File: config.mk
export PLATFORM = sky130hd
export DESIGN_NAME = cordic_nco_phase_gen
export DESIGN_NICKNAME = d
export VERILOG_FILES = /design/src/rtl/cordic_nco_phase_gen.sv
export SDC_FILE = /design/constraint.sdc
export NUM_CORES = 1
export LEC_CHECK = 0
export ABC_AREA = 1
export CAP_MARGIN = 20
export CORE_MARGIN = 8
export CORE_UTILIZATION = 30
export DETAILED_ROUTE_END_ITERATION = 8
export PLACE_DENSITY = 0.47
export SLEW_MARGIN = 10
export SYNTH_ARGS = -nofsm -noshare
export SYNTH_HDL_FRONTEND = slang
export SYNTH_SLANG_ARGS = --single-unit
File: constraint.sdc
create_clock -name clk -period 3.5 [get_ports clk]
set_clock_uncertainty 0.15 [all_clocks]
set_input_delay 0.35 -clock clk [delete_from_list [all_inputs] [get_ports clk]]
set_output_delay 0.35 -clock clk [all_outputs]
set_load 0.1 [all_outputs]
File: src/rtl/cordic_nco_phase_gen.sv
// Phase accumulator + divider + quadrant fold seeding stage 0 of the NCO CORDIC chain.
// Latency: one cycle from tick to po_dv; no backpressure, downstream always accepts.
module cordic_nco_phase_gen #(
  parameter int              DW    = 20,
  parameter int              AW    = 20,
  parameter logic [DW-1:0]   XINIT = 20'h26DD4
) (
  input  logic              clk,
  input  logic              rst,
  input  logic              en,
  input  logic              phase_clr,
  input  logic              cfg_vld,
  input  logic [AW-1:0]     cfg_fcw,
  input  logic [AW-1:0]     cfg_poff,
  input  logic [15:0]       cfg_div,
  output logic              cfg_ack,
  output logic              po_dv,
  output logic [AW+1:0]     po_info,
  output logic [DW-1:0]     po_x,
  output logic [DW-1:0]     po_y,
  output logic [AW-1:0]     po_z
);

  logic [AW-1:0] acc;
  logic [AW-1:0] fcw_a, poff_a, fcw_p, poff_p;
  logic [15:0]   div_a, div_p, cnt;
  logic          pend;
  logic          tick;
  logic [AW-1:0] fcw_e, poff_e, ph;

  // The apply tick is timed by the old divider; step and offset already come from
  // the pending set so the acked sample is the first one on the new config.
  assign fcw_e  = pend ? fcw_p  : fcw_a;
  assign poff_e = pend ? poff_p : poff_a;
  assign tick   = en & ~phase_clr & (cnt == div_a);
  assign ph     = acc + poff_e;

  always_ff @(posedge clk) begin
    if (rst) begin
      acc     <= '0;
      cnt     <= '0;
      fcw_a   <= '0;
      poff_a  <= '0;
      div_a   <= '0;
      fcw_p   <= '0;
      poff_p  <= '0;
      div_p   <= '0;
      pend    <= 1'b0;
      cfg_ack <= 1'b0;
      po_dv   <= 1'b0;
      po_info <= '0;
      po_x    <= '0;
      po_y    <= '0;
      po_z    <= '0;
    end else begin
      po_dv   <= tick;
      cfg_ack <= tick & pend;

      if (tick) begin
        po_info <= {ph[AW-1:AW-2], 2'b00, ph[AW-3:0]};
        po_x    <= XINIT;
        po_y    <= '0;
        po_z    <= '0;
      end

      if (phase_clr) begin
        acc <= '0;
        cnt <= '0;
      end else if (tick) begin
        acc <= acc + fcw_e;
        cnt <= '0;
      end else if (en) begin
        cnt <= cnt + 16'd1;
      end

      if (tick && pend) begin
        fcw_a  <= fcw_p;
        poff_a <= poff_p;
        div_a  <= div_p;
        pend   <= 1'b0;
      end

      // A capture in the apply cycle lands after the copy, so it stays pending.
      if (cfg_vld) begin
        fcw_p  <= cfg_fcw;
        poff_p <= cfg_poff;
        div_p  <= cfg_div;
        pend   <= 1'b1;
      end
    end
  end

endmodule
==> impl_metrics.prom, run 1 <==
# TYPE chip_impl_metric gauge
chip_impl_info{name="run_status",value="finished clean"} 1
chip_impl_metric{name="layout.cell_area.non_filler",unit="um2"} 11840
chip_impl_info{name="crit_path_end_kind",value="flip-flop"} 1
chip_impl_metric{name="grt_start_max_net_pins",unit=""} 86
chip_impl_metric{name="totalWireLength",unit="mm"} 29.96
chip_impl_metric{name="grt.total_usage",unit="%"} 14.54
chip_impl_metric{name="timing.final.hold_violations",unit=""} 0
chip_impl_metric{name="postSynthRegisterBits",unit=""} 172
chip_impl_metric{name="critPathMaxFanout",unit=""} 35
chip_impl_metric{name="clk_path_buf_depth",unit=""} 2
chip_impl_metric{name="power_density",unit="nW/um2"} 492.3
chip_impl_metric{name="report.final.slew_viol_count",unit=""} 0
chip_impl_metric{name="netlist_instances",unit=""} 1599
chip_impl_info{name="cell_at_the_root_of_the_clock_tree",value="sky130_fd_sc_hd__clkbuf_16"} 1
chip_impl_metric{name="detailedRoute.firstIterationViolations",unit=""} 650
chip_impl_metric{name="timing.critical_path.buf_inv",unit=""} 2
chip_impl_metric{name="yosysSeqAreaShare",unit="%"} 33.61
chip_impl_metric{name="final-instance-count-excl-fill",unit=""} 2120
chip_impl_info{name="critical_path.startpoint_type",value="flip-flop"} 1
chip_impl_metric{name="final.hold.worst_slack",unit="ns"} 0.3177
chip_impl_metric{name="diodes",unit=""} 0
chip_impl_metric{name="die_x",unit="um"} 200.8
chip_impl_metric{name="cp.arrival",unit="ns"} 3.32
chip_impl_metric{name="grt_pass1_wl",unit="mm"} 47.56
chip_impl_metric{name="overflow",unit=""} 0
chip_impl_metric{name="clock_latency",unit="ns"} 0.43
chip_impl_metric{name="timing.final.setup_violations",unit=""} 0
chip_impl_metric{name="placementRows",unit=""} 67
chip_impl_info{name="yosys_most_used_dff",value="sky130_fd_sc_hd__dfxtp_1"} 1
chip_impl_metric{name="vdd_ir_drop_max",unit="uV"} 352.1
chip_impl_info{name="crit_path_cell_trace",value="inv_1 > o21ai_0 > ha_1 > nand2_1 > inv_1 > a21oi_1 > nand3_1 > nand2_1 > a21oi_1 > nor2_1 > nor2_1"} 1
chip_impl_metric{name="crit_path_max_incr_delay",unit="ns"} 0.75
chip_impl_info{name="synth_most_common_cell",value="sky130_fd_sc_hd__nand2_1"} 1
chip_impl_info{name="crit_type",value="reg2reg"} 1
chip_impl_metric{name="synth_enable_flop_cells",unit=""} 0
chip_impl_metric{name="core_region_area",unit="um2"} 33620
chip_impl_metric{name="num_io_pins",unit=""} 145
chip_impl_info{name="kind_of_cell_adding_the_most_delay_to_the_critical_path",value="flip-flops"} 1
chip_impl_metric{name="register_area",unit="um2"} 3445
chip_impl_metric{name="place.detailed.instances",unit=""} 2088
chip_impl_metric{name="flow.area_growth_from_synthesis",unit="%"} 15.59
chip_impl_metric{name="num-nets-final",unit=""} 1761
chip_impl_metric{name="cp.required",unit="ns"} 3.67
chip_impl_metric{name="setup-tns-final",unit="ns"} 0
chip_impl_metric{name="avgRoutedWirePerCell",unit="um"} 14.13
chip_impl_info{name="setup_repair_after_global_routing_missed_its_margin",value="no"} 1
chip_impl_metric{name="post_cts_resized",unit=""} 0
chip_impl_metric{name="yosysWarnings",unit=""} 0
chip_impl_metric{name="synth_async_sr_flop_share",unit="%"} 0
chip_impl_metric{name="syn_avg_cell_area",unit="um2"} 6.408
chip_impl_metric{name="post_synth_num_cell_types",unit=""} 33
chip_impl_metric{name="detailedPlacementHpwl",unit="mm"} 22.88
chip_impl_metric{name="tmin_final",unit="ns"} 3.143
chip_impl_metric{name="post_dp_cell_area",unit="um2"} 11250
chip_impl_info{name="cts_tree",value="yes"} 1
chip_impl_info{name="timing.critical_path.slowest_stage_cell",value="sky130_fd_sc_hd__dfxtp_2"} 1
chip_impl_info{name="synth.top_cells.by_area",value="sky130_fd_sc_hd__dfxtp_1 (34%), sky130_fd_sc_hd__nand2_1 (16%), sky130_fd_sc_hd__nor2_1 (11%)"} 1
chip_impl_metric{name="n_fill_cell",unit=""} 3678
chip_impl_info{name="synth.largest_area_cell",value="sky130_fd_sc_hd__dfxtp_1"} 1
chip_impl_metric{name="routed-via-count",unit=""} 9320
chip_impl_metric{name="firstDrtPassIters",unit=""} 5
chip_impl_metric{name="io_buffers",unit=""} 92
chip_impl_metric{name="drc",unit=""} 0
chip_impl_metric{name="design.die.area",unit="um2"} 40320
chip_impl_metric{name="ctsHoldBuffers",unit=""} 0
chip_impl_metric{name="total_power",unit="uW"} 5831
chip_impl_metric{name="drive_above_1_share",unit="%"} 4.964
chip_impl_info{name="yosys-top-cells-count",value="sky130_fd_sc_hd__nand2_1 (435), sky130_fd_sc_hd__nor2_1 (302), sky130_fd_sc_hd__inv_1 (174)"} 1
chip_impl_metric{name="die_height",unit="um"} 200.8
chip_impl_metric{name="effective_utilization_at_floorplan",unit="%"} 30.48
chip_impl_metric{name="cts_max_level",unit=""} 4
chip_impl_metric{name="actual_slew_at_the_worst_max_slew_pin",unit="ns"} 1.110
chip_impl_metric{name="number_of_antenna_violations_at_the_first_check_in_global_routing",unit=""} 0
chip_impl_metric{name="yosys.area.top_type_share",unit="%"} 33.61
chip_impl_metric{name="tritoncts.num_buffers",unit=""} 17
chip_impl_metric{name="max-cap-violations",unit=""} 0
chip_impl_metric{name="maxSlewHeadroom",unit="%"} 25.76
chip_impl_metric{name="maxClockFrequency",unit="MHz"} 318.1
chip_impl_metric{name="p_leak",unit="uW"} 0.005895
chip_impl_metric{name="globalplace.congestion",unit=""} 0.9393
chip_impl_metric{name="post_synth_instance_area",unit="um2"} 10250
chip_impl_metric{name="route.antenna.remaining_nets",unit=""} 0
chip_impl_metric{name="clkSinkCount",unit=""} 172
chip_impl_metric{name="routed_via_density",unit=""} 4.396
chip_impl_metric{name="cts_setup_buffers",unit=""} 0
chip_impl_metric{name="final.period_utilization",unit="%"} 89.81
chip_impl_info{name="hold_class",value="reg2reg"} 1
chip_impl_metric{name="via_count_of_the_first_global_routing_pass",unit=""} 8835
chip_impl_metric{name="area_of_the_multi_input_gates",unit="um2"} 5520
chip_impl_metric{name="path_clk_slew",unit="ns"} 0.07
==> per-layer routing <==
layer | share of wire (%) | up-vias | global-route usage (%) | wire, um
li1 | - | 4965 | - | -
met1 | 51 | 4105 | 20.50 | 15370
met2 | 42 | 219 | 21.65 | 12440
met3 | 5.5 | 31 | 3.469 | 1646
met4 | 1.7 | 0 | 4.179 | 508
met5 | 0 | - | 0 | 0
==> placed cells by master, fill, tap and decap left out, types with 22 or more instances in the layout <==
master | Yosys | layout
sky130_fd_sc_hd__conb_1 | 1 | 52
sky130_fd_sc_hd__clkdlybuf4s50_1 | 0 | 91
sky130_fd_sc_hd__dfxtp_1 | 172 | 171
sky130_fd_sc_hd__a21oi_1 | 66 | 66
sky130_fd_sc_hd__inv_1 | 174 | 173
sky130_fd_sc_hd__nand2_1 | 435 | 435
sky130_fd_sc_hd__o21ai_0 | 120 | 120
sky130_fd_sc_hd__ha_1 | 39 | 39
sky130_fd_sc_hd__nor2_1 | 302 | 302
sky130_fd_sc_hd__nand3_1 | 58 | 58
sky130_fd_sc_hd__nor3_1 | 22 | 22
==> worst min-delay path: stages, from the launching register on <==
cell                      delay (ns)
sky130_fd_sc_hd__dfxtp_1        0.31
sky130_fd_sc_hd__nand2_1        0.06
sky130_fd_sc_hd__a21oi_1        0.05
==> final cells by class <==
cell class	instances	share of cell area (%)
flip-flops and latches	172	29.08
repair buffers	104	8.726
clock inverters	13	1.268
inverters	184	5.842
well taps	448	4.733
multi-input cells	1180	46.61
clock buffers	19	3.740
==> power by group <==
part           switching, uW  total [uW]  internal [uW]
Combinational           1270        1680            417
Sequential               110        2210           2100
Clock                    902        1940           1040
Total                   2280        5830           3550
==> final timing paths <==
check | startpoint | end | slack (ns) | cells after the start
setup / recovery | pend | acc[18] | 0.36 | 11
hold / removal | po_info[8] | po_info[8] | 0.32 | 2
setup reg to reg | pend | acc[18] | 0.36 | 11
hold reg to reg | po_info[8] | po_info[8] | 0.32 | 2
==> state kept, by name, summed over array words and instances (netlist names) <==
signal / flops
po_dv: 1
poff_a: 20
fcw_a: 20
po_info: 20
cnt: 16
po_x: 1
div_p: 16
cfg_ack: 1
fcw_p: 20
pend: 1
acc: 20
poff_p: 20
div_a: 16
==> stage by stage <==
step	utilization (%)	worst slack, ns
6_report	35.23	0.3567
5_1_grt	35.23	0.01844
3_5_place_dp	33.47	0.3354
2_1_floorplan	-	1.036
4_1_cts	35.23	0.3305
3_3_place_gp	33.47	0.3296
==> cell families after synthesis <==
logic type / synth area share [%]
AOI/OAI and AO/OA: 10.10
xor gates and xnor gates: 2.479
adders and majority gates: 5.153
buffers and inverters: 14.39
DFF: 33.61
other: 0.03660
and+or+nand+nor: 34.24
Note: power is estimated with default switching activity, not from simulation.
==> run 2, diff against run 1 <==
Settings changed: SKIP_LAST_GASP set to 1.
==> results of run 2 <==
Same layout as run 1: the final DEF is identical, and so are final timing and power.
==> run 3, diff against run 2 <==
Settings changed: SETUP_SLACK_MARGIN set to 0.05.
==> run 3 against run 2 <==
- die area is the same
- final area about the same
- total power is essentially flat
- fmax grew 9.6%
- combinational power about the same
- first-iteration DRC count unchanged
- core utilization about the same
- count of clock-buffer cells in the layout is the same
- wire length hardly changed
- via count about the same
- largest cell class unchanged
- highest routed layer unchanged
==> impl_metrics.prom, run 3 (synthesized netlist as in run 1, its figures left out) <==
# TYPE chip_impl_metric gauge
chip_impl_metric{name="flow.area_growth_from_synthesis",unit="%"} 15.62
chip_impl_metric{name="effective_utilization_at_floorplan",unit="%"} 30.48
chip_impl_metric{name="detailedRoute.firstIterationViolations",unit=""} 650
chip_impl_metric{name="tmin_final",unit="ns"} 2.869
chip_impl_metric{name="core_region_area",unit="um2"} 33620
chip_impl_metric{name="max-cap-violations",unit=""} 0
chip_impl_metric{name="via_count_of_the_first_global_routing_pass",unit=""} 8835
chip_impl_metric{name="num-nets-final",unit=""} 1761
chip_impl_info{name="cts_tree",value="yes"} 1
chip_impl_metric{name="place.detailed.instances",unit=""} 2088
chip_impl_metric{name="overflow",unit=""} 0
chip_impl_metric{name="drive_above_1_share",unit="%"} 4.964
chip_impl_metric{name="die_x",unit="um"} 200.8
chip_impl_metric{name="grt.total_usage",unit="%"} 14.54
chip_impl_metric{name="firstDrtPassIters",unit=""} 5
chip_impl_info{name="timing.critical_path.slowest_stage_cell",value="sky130_fd_sc_hd__dfxtp_4"} 1
chip_impl_metric{name="path_clk_slew",unit="ns"} 0.07
chip_impl_metric{name="avgRoutedWirePerCell",unit="um"} 14.13
chip_impl_metric{name="report.final.slew_viol_count",unit=""} 0
chip_impl_info{name="layout_commonest_cell",value="sky130_fd_sc_hd__nand2_1"} 1
chip_impl_metric{name="power_density",unit="nW/um2"} 492.1
chip_impl_metric{name="critPathMaxFanout",unit=""} 35
chip_impl_info{name="crit_path_cell_trace",value="inv_1 > o21ai_0 > ha_1 > nand2_1 > inv_1 > a21oi_1 > nand3_1 > nand2_1 > a21oi_1 > nor2_1 > nor2_1"} 1
chip_impl_metric{name="detailedPlacementHpwl",unit="mm"} 22.88
chip_impl_metric{name="diodes",unit=""} 0
chip_impl_metric{name="tritoncts.num_buffers",unit=""} 17
chip_impl_info{name="run_status",value="finished clean"} 1
chip_impl_metric{name="cp.arrival",unit="ns"} 3.04
chip_impl_metric{name="io_buffers",unit=""} 92
chip_impl_metric{name="totalWireLength",unit="mm"} 29.96
chip_impl_metric{name="timing.final.hold_violations",unit=""} 0
chip_impl_metric{name="placementRows",unit=""} 67
chip_impl_info{name="hold_class",value="reg2reg"} 1
chip_impl_info{name="kind_of_cell_adding_the_most_delay_to_the_critical_path",value="compound AO/OA/AOI/OAI gates"} 1
chip_impl_metric{name="actual_slew_at_the_worst_max_slew_pin",unit="ns"} 1.105
chip_impl_metric{name="cp.required",unit="ns"} 3.67
chip_impl_info{name="setup_repair_after_global_routing_missed_its_margin",value="no"} 1
chip_impl_metric{name="cts_setup_buffers",unit=""} 0
chip_impl_metric{name="worst_slack",unit="ns"} 0.6314
chip_impl_metric{name="final.period_utilization",unit="%"} 81.96
chip_impl_metric{name="route.antenna.remaining_nets",unit=""} 0
chip_impl_metric{name="timing.final.setup_violations",unit=""} 0
chip_impl_metric{name="p_leak",unit="uW"} 0.005895
chip_impl_metric{name="number_of_antenna_violations_at_the_first_check_in_global_routing",unit=""} 0
chip_impl_metric{name="crit_path_max_incr_delay",unit="ns"} 0.58
chip_impl_metric{name="fin_util",unit="%"} 35.24
chip_impl_metric{name="area_of_the_multi_input_gates",unit="um2"} 5520
chip_impl_metric{name="final-instance-count-excl-fill",unit=""} 2120
chip_impl_metric{name="grt_pass1_wl",unit="mm"} 47.56
chip_impl_metric{name="register_area",unit="um2"} 3447
chip_impl_metric{name="total_power",unit="uW"} 5830
chip_impl_metric{name="grt_start_max_net_pins",unit=""} 86
chip_impl_info{name="cell_at_the_root_of_the_clock_tree",value="sky130_fd_sc_hd__clkbuf_16"} 1
chip_impl_metric{name="routed-via-count",unit=""} 9321
chip_impl_metric{name="num_io_pins",unit=""} 145
chip_impl_metric{name="vdd_ir_drop_max",unit="uV"} 349.1
chip_impl_metric{name="setup-tns-final",unit="ns"} 0
chip_impl_info{name="crit_type",value="reg2reg"} 1
chip_impl_info{name="critical_path.startpoint_type",value="flip-flop"} 1
chip_impl_metric{name="post_cts_resized",unit=""} 0
chip_impl_metric{name="maxSlewHeadroom",unit="%"} 26.09
chip_impl_metric{name="ctsHoldBuffers",unit=""} 0
chip_impl_metric{name="cts_max_level",unit=""} 4
chip_impl_metric{name="routed_via_density",unit=""} 4.397
chip_impl_info{name="crit_path_end_kind",value="flip-flop"} 1
chip_impl_metric{name="timing.critical_path.buf_inv",unit=""} 2
chip_impl_metric{name="maxClockFrequency",unit="MHz"} 348.6
chip_impl_metric{name="die_height",unit="um"} 200.8
chip_impl_metric{name="placement.setup.worst_slack",unit="ns"} 0.3354
chip_impl_metric{name="clkSinkCount",unit=""} 172
chip_impl_info{name="mostFrequentLayoutCells",value="sky130_fd_sc_hd__nand2_1 (435), sky130_fd_sc_hd__nor2_1 (302), sky130_fd_sc_hd__inv_1 (173)"} 1
chip_impl_metric{name="clk_path_buf_depth",unit=""} 2
chip_impl_metric{name="drc",unit=""} 0
chip_impl_metric{name="n_fill_cell",unit=""} 3677
chip_impl_metric{name="design.die.area",unit="um2"} 40320
chip_impl_metric{name="clock_latency",unit="ns"} 0.43
chip_impl_metric{name="globalplace.congestion",unit=""} 0.9393
==> run 3: cell counts in the layout (fill, tap and decap cells not counted) <==
No cell type changed its count.
==> run 3: metrics by stage <==
stage	hold slack (ns)	area, um2
after global routing	0.3366	11850
after detailed placement	0.3115	11250
after CTS	0.3233	11840
after global placement	0.3091	11250
final	0.3177	11850
after floorplan	0.2691	10440
==> run 3: final cells by class <==
cell class | count | area share [%]
clock buffers | 19 | 3.739
clock inverters | 13 | 1.267
inverters | 184 | 5.841
multi-input cells | 1180 | 46.60
flip-flops and latches | 172 | 29.10
well taps | 448 | 4.732
repair buffers | 104 | 8.724
==> run 3: power breakdown <==
part	switching, uW	leakage [uW]	internal (uW)	total, uW
clock network	901	0.000292	1040	1940
registers	110	0.00141	2100	2210
logic	1260	0.00420	417	1680
==> run 3: tightest hold or removal path, stage by stage (launching register included) <==
cell and delay (ns):
sky130_fd_sc_hd__dfxtp_1 0.31, sky130_fd_sc_hd__nand2_1 0.06, sky130_fd_sc_hd__a21oi_1 0.05
==> run 3: path summary, 6_finish.rpt <==
path	from	endpoint	slack [ns]	depth (start not counted)
setup / recovery	pend	acc[18]	0.63	11
hold / removal	po_info[8]	po_info[8]	0.32	2
setup reg to reg	pend	acc[18]	0.63	11
hold reg to reg	po_info[8]	po_info[8]	0.32	2
==> run 3: per-layer routing <==
layer | vias up | wire, um | global-route usage, %
met5 | - | 0 | 0
met4 | 0 | 502 | 4.179
met3 | 30 | 1663 | 3.469
met2 | 219 | 12440 | 21.65
met1 | 4106 | 15350 | 20.50
li1 | 4966 | - | -
